==> src/rtl/axis_fsb_packetizer.sv <==
// Width adapter between a 32-bit AXI-Stream pair and the 80-bit FSB client node.
// RX packs beats_p beats into one FSB packet; TX splits one FSB packet into beats_p beats.
module axis_fsb_packetizer #(
  parameter int axis_width_p = 32,
  parameter int fsb_width_p  = 80,
  parameter int beats_p      = 4,
  parameter int err_cnt_w_p  = 16
) (
  input  logic                    clk_i,
  input  logic                    reset_i,
  input  logic                    s_axis_tvalid_i,
  output logic                    s_axis_tready_o,
  input  logic [axis_width_p-1:0] s_axis_tdata_i,
  input  logic                    s_axis_tlast_i,
  output logic                    fsb_v_o,
  output logic [fsb_width_p-1:0]  fsb_data_o,
  input  logic                    fsb_ready_i,
  input  logic                    fsb_v_i,
  input  logic [fsb_width_p-1:0]  fsb_data_i,
  output logic                    fsb_yumi_o,
  output logic                    m_axis_tvalid_o,
  input  logic                    m_axis_tready_i,
  output logic [axis_width_p-1:0] m_axis_tdata_o,
  output logic                    m_axis_tlast_o,
  output logic                    rx_err_o,
  output logic [err_cnt_w_p-1:0]  rx_err_cnt_o
);

  localparam int wide_w_lp = axis_width_p * beats_p;
  localparam int cnt_w_lp  = (beats_p > 1) ? $clog2(beats_p) : 1;
  localparam logic [cnt_w_lp-1:0] last_beat_lp = cnt_w_lp'(beats_p - 1);

  // ---------------- RX packing ----------------
  logic [cnt_w_lp-1:0]    r_rcnt;
  logic                   r_full;
  logic                   r_rx_err;
  logic [err_cnt_w_p-1:0] r_err_cnt;
  logic                   w_rx_hs;
  logic                   w_rx_last_beat;
  logic                   w_rx_frame_err;

  assign w_rx_hs        = s_axis_tvalid_i & ~r_full;
  assign w_rx_last_beat = (r_rcnt == last_beat_lp);
  // Early tlast and a missing tlast on the final beat are both framing errors.
  assign w_rx_frame_err = w_rx_hs & (s_axis_tlast_i ^ w_rx_last_beat);

  always_ff @(posedge clk_i or posedge reset_i) begin
    if (reset_i) begin
      r_rcnt    <= '0;
      r_full    <= 1'b0;
      r_rx_err  <= 1'b0;
      r_err_cnt <= '0;
    end else begin
      if (w_rx_hs) begin
        if (w_rx_last_beat) begin
          r_rcnt <= '0;
          r_full <= 1'b1;
        end else if (s_axis_tlast_i) begin
          r_rcnt <= '0;
        end else begin
          r_rcnt <= r_rcnt + cnt_w_lp'(1);
        end
      end else if (r_full && fsb_ready_i) begin
        r_full <= 1'b0;
      end
      r_rx_err <= w_rx_frame_err;
      if (w_rx_frame_err && (r_err_cnt != '1)) begin
        r_err_cnt <= r_err_cnt + err_cnt_w_p'(1);
      end
    end
  end

  // Only the lane bits that reach fsb_data_o are stored; the rest would be discarded anyway.
  for (genvar gi = 0; gi < beats_p; gi++) begin : g_rx_lane
    localparam int lo_lp = gi * axis_width_p;
    if (lo_lp < fsb_width_p) begin : g_used
      localparam int w_lp = ((fsb_width_p - lo_lp) < axis_width_p) ? (fsb_width_p - lo_lp) : axis_width_p;
      logic [w_lp-1:0] r_lane;
      always_ff @(posedge clk_i or posedge reset_i) begin
        if (reset_i) begin
          r_lane <= '0;
        end else if (w_rx_hs && (r_rcnt == cnt_w_lp'(gi))) begin
          r_lane <= s_axis_tdata_i[w_lp-1:0];
        end
      end
      assign fsb_data_o[lo_lp +: w_lp] = r_lane;
    end
  end

  assign s_axis_tready_o = ~r_full;
  assign fsb_v_o         = r_full;
  assign rx_err_o        = r_rx_err;
  assign rx_err_cnt_o    = r_err_cnt;

  // ---------------- TX serialising ----------------
  typedef enum logic {TX_IDLE, TX_SEND} tx_state_t;

  tx_state_t              r_tx_state;
  tx_state_t              w_tx_state_next;
  logic [fsb_width_p-1:0] r_shreg;
  logic [cnt_w_lp-1:0]    r_tcnt;
  logic                   w_tx_load;
  logic                   w_tx_adv;
  logic                   w_tx_last_beat;
  logic [wide_w_lp-1:0]   w_tx_wide;
  logic [axis_width_p-1:0] w_tx_beat [beats_p];

  assign w_tx_last_beat = (r_tcnt == last_beat_lp);

  always_comb begin
    w_tx_state_next = r_tx_state;
    fsb_yumi_o      = 1'b0;
    m_axis_tvalid_o = 1'b0;
    w_tx_load       = 1'b0;
    w_tx_adv        = 1'b0;
    case (r_tx_state)
      TX_IDLE: begin
        fsb_yumi_o = fsb_v_i;
        w_tx_load  = fsb_v_i;
        if (fsb_v_i) w_tx_state_next = TX_SEND;
      end
      TX_SEND: begin
        m_axis_tvalid_o = 1'b1;
        if (m_axis_tready_i) begin
          if (w_tx_last_beat) begin
            // Reload straight from the final beat so packets stream without a bubble.
            if (fsb_v_i) begin
              fsb_yumi_o = 1'b1;
              w_tx_load  = 1'b1;
            end else begin
              w_tx_state_next = TX_IDLE;
            end
          end else begin
            w_tx_adv = 1'b1;
          end
        end
      end
      default: w_tx_state_next = TX_IDLE;
    endcase
  end

  always_ff @(posedge clk_i or posedge reset_i) begin
    if (reset_i) r_tx_state <= TX_IDLE;
    else         r_tx_state <= w_tx_state_next;
  end

  always_ff @(posedge clk_i or posedge reset_i) begin
    if (reset_i) begin
      r_shreg <= '0;
      r_tcnt  <= '0;
    end else if (w_tx_load) begin
      r_shreg <= fsb_data_i;
      r_tcnt  <= '0;
    end else if (w_tx_adv) begin
      r_tcnt <= r_tcnt + cnt_w_lp'(1);
    end
  end

  always_comb begin
    w_tx_wide                  = '0;
    w_tx_wide[fsb_width_p-1:0] = r_shreg;
  end

  for (genvar gi = 0; gi < beats_p; gi++) begin : g_tx_beat
    assign w_tx_beat[gi] = w_tx_wide[gi*axis_width_p +: axis_width_p];
  end

  assign m_axis_tdata_o = w_tx_beat[r_tcnt];
  assign m_axis_tlast_o = (r_tx_state == TX_SEND) & w_tx_last_beat;

endmodule
==> config.mk <==
export PLATFORM = sky130hd
export DESIGN_NAME = axis_fsb_packetizer
export DESIGN_NICKNAME = d
export VERILOG_FILES = /design/src/rtl/axis_fsb_packetizer.sv
export SDC_FILE = /design/constraint.sdc
export NUM_CORES = 1
export LEC_CHECK = 0
export CAP_MARGIN = 5
export CORE_MARGIN = 3
export CORE_UTILIZATION = 33
export DETAILED_ROUTE_END_ITERATION = 10
export PLACE_DENSITY = 0.7
export SLEW_MARGIN = 20
export SYNTH_ARGS = -nofsm -noshare
export SYNTH_HDL_FRONTEND = slang
export SYNTH_SLANG_ARGS = --single-unit
==> constraint.sdc <==
create_clock -name clk_i -period 16 [get_ports clk_i]
set_clock_uncertainty 0.1 [all_clocks]
set_input_delay 3.2 -clock clk_i [delete_from_list [all_inputs] [get_ports clk_i]]
set_output_delay 3.2 -clock clk_i [all_outputs]
set_load 0.05 [all_outputs]
==> results of run 1 <==
registers in the layout, summed over array words and instances (netlist names):
signal / count
r_tx_state: 1
g_rx_lane.g_used.r_lane: 80
rx_err_o: 1
r_tcnt: 2
r_rcnt: 2
r_shreg: 80
fsb_v_o: 1
rx_err_cnt_o: 16
final timing paths:
check	start	endpoint	slack, ps	cells past startpoint
setup / recovery	m_axis_tready_i	fsb_yumi_o	7410	5
hold / removal	g_rx_lane[2].g_used.r_lane[4]	g_rx_lane[2].g_used.r_lane[4]	410	1
setup reg to reg	r_tcnt[1]	r_shreg[54]	12840	6
hold reg to reg	g_rx_lane[2].g_used.r_lane[4]	g_rx_lane[2].g_used.r_lane[4]	410	1
max in group asynchronous	reset_i	r_shreg[74]	10650	4
min in group asynchronous	reset_i	r_tcnt[1]	3120	2
cell usage after synthesis (5+ instances only):
library cell | n | area, um2
clkbuf_1 | 6 | 22.5
nor3_1 | 9 | 45.0
nand2_1 | 27 | 101
dfrtp_1 | 183 | 4580
mux2i_1 | 33 | 330
nand3_1 | 5 | 25.0
nor2_1 | 21 | 78.8
xor2_1 | 10 | 87.6
inv_1 | 8 | 30.0
mux2_2 | 161 | 1810
o21ai_0 | 18 | 90.1
ha_1 | 6 | 75.1
buf_2 | 18 | 90.1
report_power, final:
group          leakage [nW]  total [mW]  switching, mW  internal, mW
Clock                 0.270       0.406          0.199         0.207
Sequential             2.20       0.801          0.121         0.680
Combinational          2.28        1.46          0.903         0.559
layout by cell type, fill, tap and decap left out, types with 5 or more instances in the layout:
cell type	instances
o21ai_0	18
buf_4	8
nand2_1	27
clkdlybuf4s50_1	252
nand3_1	5
inv_1	7
nor2_1	21
dfrtp_1	183
ha_1	6
mux2i_1	33
mux2_2	161
xor2_1	10
clkbuf_16	17
nor3_1	9
logic make-up after synthesis:
kind of cell	Yosys count
compound gates	27
xor+xnor	14
fa+ha+maj	6
buf+inv	34
flops	183
mux	195
simple gates	85
final cells by class:
cell class                      instances  area [um2]
Fill cell                            2077       11600
Sequential cell                       183        4580
Clock buffer                           18         429
Timing Repair Buffer                  260        2580
Inverter                                8        35.0
Tap cell                              313         392
Clock inverter                         14         140
Multi-Input combinational cell        327        2970
per-layer routing:
layer / up-vias / share of wire (%) / global-route usage (%)
met5: - / 0 / 0
met4: 0 / 1.0 / 3.78
met3: 16 / 7.7 / 5.30
met2: 194 / 46 / 24.3
met1: 2619 / 45 / 20.9
li1: 2408 / - / -
metrics by stage:
stage	total power, mW	worst slack [ps]
floorplan	1.78	7730
global placement	2.27	7410
detailed placement	2.29	7410
CTS	2.70	7390
global route	2.80	7290
finish	2.67	7410
==> impl_metrics.toml, run 1 <==
[floorplanning]
pin_count = 253
start_util_pct = 33.8
dieArea_um2 = 25200
fp.dieH_um = 159
std_cell_rows = 55
die_w_um = 159
core_um2 = 22800

[critical_path]
required_ps = 12700
worst-path-buf-inv = 3
cp_max_fo = 46
end_kind = "output port"
cp_common_cell = "clkdlybuf4s50_1"
crit_type = "in -> out"
crit_chain = "clkdlybuf4s50_1 -> a21oi_1 -> nand2b_4 -> inv_1 -> clkdlybuf4s50_1"
cp_slowest_stage_delay_ps = 720
crit_path_top_delay_cell = "clkdlybuf4s50_1"
cp_top_family = "buffers and inverters"
crit_arrival_ps = 5290
startpoint_type = "input pin"

[cells_and_area]
post-route-util_pct = 48.9
instances_no_fill = 1123
area_growth_pct = 44.6
drive_gt1_share_pct = 26.0
n_antenna_cell = 0
final_area_um2 = 11100
nets = 922

[logic_synthesis]
avgSynthCellArea_um2 = 14.1
synth-edff-count = 0
synthMuxAreaShare_pct = 28.0
synth_cell_types = 38
synth-seq-cells = 183
synth_top_family_by_area = "multiplexers"
synth_xor_area_share_pct = 1.59
ys.flop_type = "dfrtp_1"
ys.warnings.count = 0
synthAdderAreaFrac_pct = 0.975
synthesis.nets = 669
yosys.area_share.simple_pct = 5.80
syn_area_um2 = 7700
async_reset_ff_share_pct = 100
synth_compound_area_share_pct = 2.13
synth_cells = 544
yosysSeqAreaShare_pct = 59.5

[sta]
hold_ws_ps = 406
max_slew.worst_pin.slew_ps = 931
fin_crit_ps = 8590
setup_violations = 0
fmax_mhz = 116
slew_headroom_pct = 38.0
finalSetupTns_ps = 0
final_max_slew_viol_count = 0
finalHoldViolations = 0
rsz0062_at_grt = "no"
post-route-period-util_pct = 53.7

[cts]
cts_tree = "done"
htree_levels = 4
cts_hold_buf = 0
cts.repair.resized = 0
postCtsSetupBuffers = 0
cts_sinks = 183
path_clk_slew_ps = 70
cts_root_buf = "clkbuf_16"
max-clock-path-buffers = 2
clk_latency_ps = 420
cts_made_buffers = 17

[hold_path]
hold_class = "reg -> reg"

[route]
routedWlPerCell_um = 17.3
drc = 0
ant_nets = 0
drt_iter0_drc = 227
vias = 5237
finalWirelength_um = 19500
vias_per_cell = 4.66
firstDrtPassIters = 4

[placed_design]
gp_congestion = 0.807
dp_cells = 1091
io_buffer_count = 252
place.detailed.hpwl_um = 13500
dpl_cell_area_um2 = 10600

[global_routing]
grt.total_usage_pct = 15.5
grt_overflow = 0
antenna_found_initial = 0
grt_pass1_wl_um = 31500
grt_max_degree = 71
grt_pass1_vias = 5544

[run_status]
status = "complete, no violations"

[flow_run]
drv_cap = 0

[pwr]
power.density_nw_per_um2 = 240
leakagePower_nw = 4.75
vdd_ir_drop_max_mv = 0.141
Power figures use the tool's default switching activity.
==> inputs of run 2 (changes only) <==
--- a/config.mk
+++ b/config.mk
@@ -9,7 +9,7 @@
 export CORE_MARGIN = 3
 export CORE_UTILIZATION = 33
 export DETAILED_ROUTE_END_ITERATION = 10
-export PLACE_DENSITY = 0.7
+export PLACE_DENSITY = 0.72
 export SLEW_MARGIN = 20
 export SYNTH_ARGS = -nofsm -noshare
 export SYNTH_HDL_FRONTEND = slang
==> constraint.sdc (replaced) <==
create_clock -name clk_i -period 7.3 [get_ports clk_i]
set_clock_uncertainty 0.1 [all_clocks]
set_input_delay 1.46 -clock clk_i [delete_from_list [all_inputs] [get_ports clk_i]]
set_output_delay 1.46 -clock clk_i [all_outputs]
set_load 0.05 [all_outputs]
==> run 2 against run 1 <==
  * Final cell count decreased by 0.18%
  * Clock power grew 130%
  * Die area unchanged
  * Largest power group unchanged
  * Highest routed layer unchanged
==> impl_metrics.toml, run 2 (synthesized netlist as in run 1, its figures left out) <==
[cts]
cts.repair.resized = 0
htree_levels = 4
path_clk_slew_ps = 70
cts_made_buffers = 17
clk_latency_ps = 410
cts_tree = "done"
max-clock-path-buffers = 2
cts_root_buf = "clkbuf_16"
postCtsSetupBuffers = 0
cts_sinks = 183
cts_hold_buf = 0

[route]
routedWlPerCell_um = 17.2
drc = 0
vias_per_cell = 4.67
ant_nets = 0
firstDrtPassIters = 4
finalWirelength_um = 19300
vias = 5230
drt_iter0_drc = 252

[global_routing]
grt_overflow = 0
grt_pass1_wl_um = 31100
antenna_found_initial = 0
grt.total_usage_pct = 15.5
grt_pass1_vias = 5550
grt_max_degree = 77

[sta]
slew_headroom_pct = 42.3
finalHoldViolations = 0
final_max_slew_viol_count = 0
finalSetupTns_ps = 0
max_slew.worst_pin.slew_ps = 863
hold_ws_ps = 403
post-route-period-util_pct = 67.6
fmax_mhz = 203
setup_violations = 0
rsz0062_at_grt = "no"
fin_crit_ps = 4940

[placed_design]
dp_cells = 1090
place.detailed.hpwl_um = 13300
gp_congestion = 0.761
dpl_cell_area_um2 = 10600
io_buffer_count = 252

[critical_path]
crit_arrival_ps = 3380
crit_end = "fsb_yumi_o"
crit_type = "in -> out"
end_kind = "output port"
cp_max_fo = 31
path_depth = 5
r2r_setup_slack_ps = 4450
cp_slowest_stage_delay_ps = 800
crit_chain = "clkdlybuf4s50_1 -> a21oi_1 -> nand2b_4 -> inv_1 -> clkdlybuf4s50_1"
cp_top_family = "buffers and inverters"
startpoint_type = "input pin"
worst-path-buf-inv = 3
crit_path_top_delay_cell = "clkdlybuf4s50_1"
r2r_start = "r_tcnt[1]"
worstRegToRegCells = 6
reg2reg_to = "r_shreg[37]"
cp_common_cell = "clkdlybuf4s50_1"
startpoint = "m_axis_tready_i"
required_ps = 5740

[floorplanning]
pin_count = 253
die_w_um = 159
fp.dieH_um = 159
core_um2 = 22800
std_cell_rows = 55
start_util_pct = 33.8
dieArea_um2 = 25200

[cells_and_area]
mostFrequentLayoutCell = "clkdlybuf4s50_1"
final_area_um2 = 11100
instances_no_fill = 1121
final_cell_mix = "252 x clkdlybuf4s50_1, 183 x dfrtp_1, 161 x mux2_2, 33 x mux2i_1, 27 x nand2_1"
nets = 921
n_antenna_cell = 0
final.fill_count = 2050
drive_gt1_share_pct = 26.1
area_growth_pct = 44.8

[pwr]
vdd_ir_drop_max_mv = 0.325
leakagePower_nw = 4.76
power.density_nw_per_um2 = 529
total_power_mw = 5.89

[run_status]
status = "complete, no violations"

[hold_path]
min_from = "g_rx_lane[0].g_used.r_lane[2]"
hold_class = "reg -> reg"

[flow_run]
drv_cap = 0
[run 2: cell types whose count changed in the layout (fill, tap and decap cells not counted), moves of 2 or more]
cell | before | now
inv_6 | 2 | 5
bufinv_16 | 0 | 2
clkinv_4 | 3 | 1
clkinv_8 | 2 | 0
[run 2: cell type report]
class / count / area (um2) / share of cell area [%]
multi-input combinational: 327 / 2980 / 26.7
clock inverter: 14 / 163 / 1.46
inverter: 8 / 35.0 / 0.314
sequential: 183 / 4580 / 41.1
clock buffer: 17 / 425 / 3.82
timing repair buffer: 259 / 2570 / 23.1
tap: 313 / 392 / 3.51
[run 2: routing by layer]
layer	vias up	part of all wire (%)	global-route usage, %
met5	-	0	0
met4	0	0.69	3.46
met3	9	6.9	5.71
met2	190	46	24.3
met1	2621	46	20.6
li1	2410	-	-
[run 2: per-stage QoR]
step / util [%] / setup slack [ps]
CTS: 48.9 / 2360
detailed placement: 46.3 / 2360
global route: 48.9 / 2280
floorplan: - / 768
finish: 48.9 / 2360
global placement: 46.3 / 2350
[run 2: report_power, final]
part / total, mW / switching (mW) / leakage [nW] / internal [mW]
Sequential: 1.74 / 0.247 / 2.20 / 1.49
Clock: 0.936 / 0.421 / 0.287 / 0.515
Combinational: 3.22 / 2.00 / 2.28 / 1.22
Total: 5.89 / 2.66 / 4.76 / 3.23
[run 2: how the worst min path moves through the flow]
| stage | cells after the start | slack, ps | end |
|---|---|---|---|
| finish | 1 | 400 | g_rx_lane[0].g_used.r_lane[2] |
| global route | 1 | 420 | r_shreg[65] |
| CTS | 1 | 410 | r_shreg[23] |
| detailed placement | 1 | 390 | r_shreg[23] |
| global placement | 1 | 390 | r_shreg[41] |
| floorplan | 1 | 380 | r_shreg[0] |
==> inputs of run 3 (changes only) <==
==> constraint.sdc (replaced) <==
create_clock -name clk_i -period 4.4 [get_ports clk_i]
set_clock_uncertainty 0.1 [all_clocks]
set_input_delay 0.88 -clock clk_i [delete_from_list [all_inputs] [get_ports clk_i]]
set_output_delay 0.88 -clock clk_i [all_outputs]
set_load 0.05 [all_outputs]
==> run 3 against run 2 <==
  * Sequential share of layout area down 0.097 points
  * Clock power up 61%
  * Critical path depth down 2
  * First-iteration DRC count down 22%
  * Worst setup slack worse by 1400 ps
  * Sequential cell count unchanged
  * Worst hold slack worse by 3.4 ps
  * Clock-buffer cell count up 2
  * Sequential power up 68%
  * Final cell count up 0.45%
  * Via count up 0.57%
==> impl_metrics.toml, run 3 (synthesized netlist as in run 1, its figures left out) <==
[cells_and_area]
area_growth_pct = 45.2
seqCellArea_um2 = 4580
final_area_um2 = 11200
final.fill_count = 2058
final_cell_mix = "235 x clkdlybuf4s50_1, 183 x dfrtp_1, 161 x mux2_2, 33 x mux2i_1, 27 x nand2_1"
multi_input_area_um2 = 2970
n_antenna_cell = 0
nets = 925
mostFrequentLayoutCell = "clkdlybuf4s50_1"
drive_gt1_share_pct = 28.5

[hold_path]
hold_end = "rx_err_cnt_o[15]"
min_from = "rx_err_cnt_o[15]"
hold_depth = 1
hold_class = "reg -> reg"

[cts]
postCtsSetupBuffers = 0
cts_root_buf = "clkbuf_16"
cts.repair.resized = 0
cts_hold_buf = 0
cts_made_buffers = 17
htree_levels = 4
cts_tree = "done"
path_clk_slew_ps = 70
max-clock-path-buffers = 2
clk_latency_ps = 430
cts_sinks = 183

[route]
routedWlPerCell_um = 17.2
drc = 0
drt_iter0_drc = 197
firstDrtPassIters = 4
ant_nets = 0
vias = 5260
vias_per_cell = 4.67
finalWirelength_um = 19400

[floorplanning]
core_um2 = 22800
die_w_um = 159
pin_count = 253
dieArea_um2 = 25200
std_cell_rows = 55
fp.dieH_um = 159
start_util_pct = 33.8

[critical_path]
worstRegToRegCells = 6
startpoint_type = "flip-flop"
r2r_start = "r_tcnt[0]"
end_kind = "output port"
r2r_setup_slack_ps = 1620
crit_arrival_ps = 2450
crit_type = "reg -> out"
required_ps = 3420
reg2reg_to = "r_shreg[40]"
cp_max_fo = 12

[sta]
fin_crit_ps = 3430
finalSetupTns_ps = 0
rsz0062_at_grt = "no"
fmax_mhz = 292
final_max_slew_viol_count = 0
finalHoldViolations = 0
post-route-period-util_pct = 77.9
slew_headroom_pct = 31.3
setup_violations = 0
max_slew.worst_pin.slew_ps = 1030

[pwr]
leakagePower_nw = 4.82
power.density_nw_per_um2 = 872
combPwrFrac_pct = 54.6
seq_power_share_pct = 30.0
swShare_pct = 45.8
internal_power_mw = 5.28
p_clk_share_pct = 15.5
p_sw_mw = 4.46
vdd_ir_drop_max_mv = 0.448

[placed_design]
place.detailed.hpwl_um = 13600
dpl_cell_area_um2 = 10600
gp_congestion = 0.785
io_buffer_count = 252

[global_routing]
grt_pass1_vias = 5630
grt_pass1_wl_um = 31400
grt.total_usage_pct = 15.6
use_met1_pct = 19.7
grt_overflow = 0
antenna_found_initial = 0
use_met2_pct = 24.5
busiest_layer = "met2"
grtUsageMet3_pct = 6.81
grt_max_degree = 81

[flow_run]
drv_cap = 0

[run_status]
status = "complete, no violations"
==> run 3: per-layer routing <==
layer	share of wire [%]	wire length [um]	up-vias
met2	46	8910	185
met4	1.3	261	0
met5	0	0	-
met3	8.6	1670	20
met1	44	8550	2635
li1	-	-	2420
==> run 3: worst max-delay path by stage <==
| stage | start | end | depth (start not counted) |
|---|---|---|---|
| 3_3_place_gp | m_axis_tready_i | r_shreg[68] | 5 |
| 5_1_grt | r_tcnt[0] | m_axis_tdata_o[12] | 7 |
| 2_1_floorplan | reset_i | fsb_v_o | 1 |
| 6_report | r_tcnt[1] | m_axis_tlast_o | 3 |
| 4_1_cts | r_tcnt[0] | m_axis_tdata_o[12] | 7 |
| 3_5_place_dp | m_axis_tready_i | r_shreg[40] | 5 |
==> run 3: worst max-delay path: stages (launching register included) <==
cell and delay, ps:
dfrtp_1 790, ha_1 310, and2_1 130, clkdlybuf4s50_1 790
==> run 3: cell type report <==
type                    instances  area share (%)
inverters                       8           0.302
multi-input cells             327            26.6
well taps                     313            3.51
clock inverters                13            1.14
flip-flops and latches        183            41.0
repair buffers                263            23.4
clock buffers                  19            4.05
==> run 3: power groups by stage <==
stage | combinational [mW] | sequential, mW | clock (mW)
2_1_floorplan | 2.21 | 4.28 | 0
3_3_place_gp | 5.32 | 2.92 | 0
3_5_place_dp | 5.36 | 2.95 | 0
4_1_cts | 5.38 | 2.92 | 1.57
5_1_grt | 5.58 | 3.03 | 1.63
6_report | 5.32 | 2.92 | 1.51
==> run 3: through the flow <==
stage | utilization [%] | total power [mW] | std cells | setup WS [ps] | hold WS (ps)
final | 49.0 | 9.74 | 1126 | 973 | 400
after global routing | 49.0 | 10.2 | 1126 | 813 | 413
after CTS | 49.0 | 9.87 | 1126 | 909 | 400
after detailed placement | 46.5 | 8.31 | 1094 | 1250 | 384
after global placement | 46.5 | 8.24 | 1094 | 1270 | 384
after floorplan | - | 6.49 | 544 | 1070 | 379
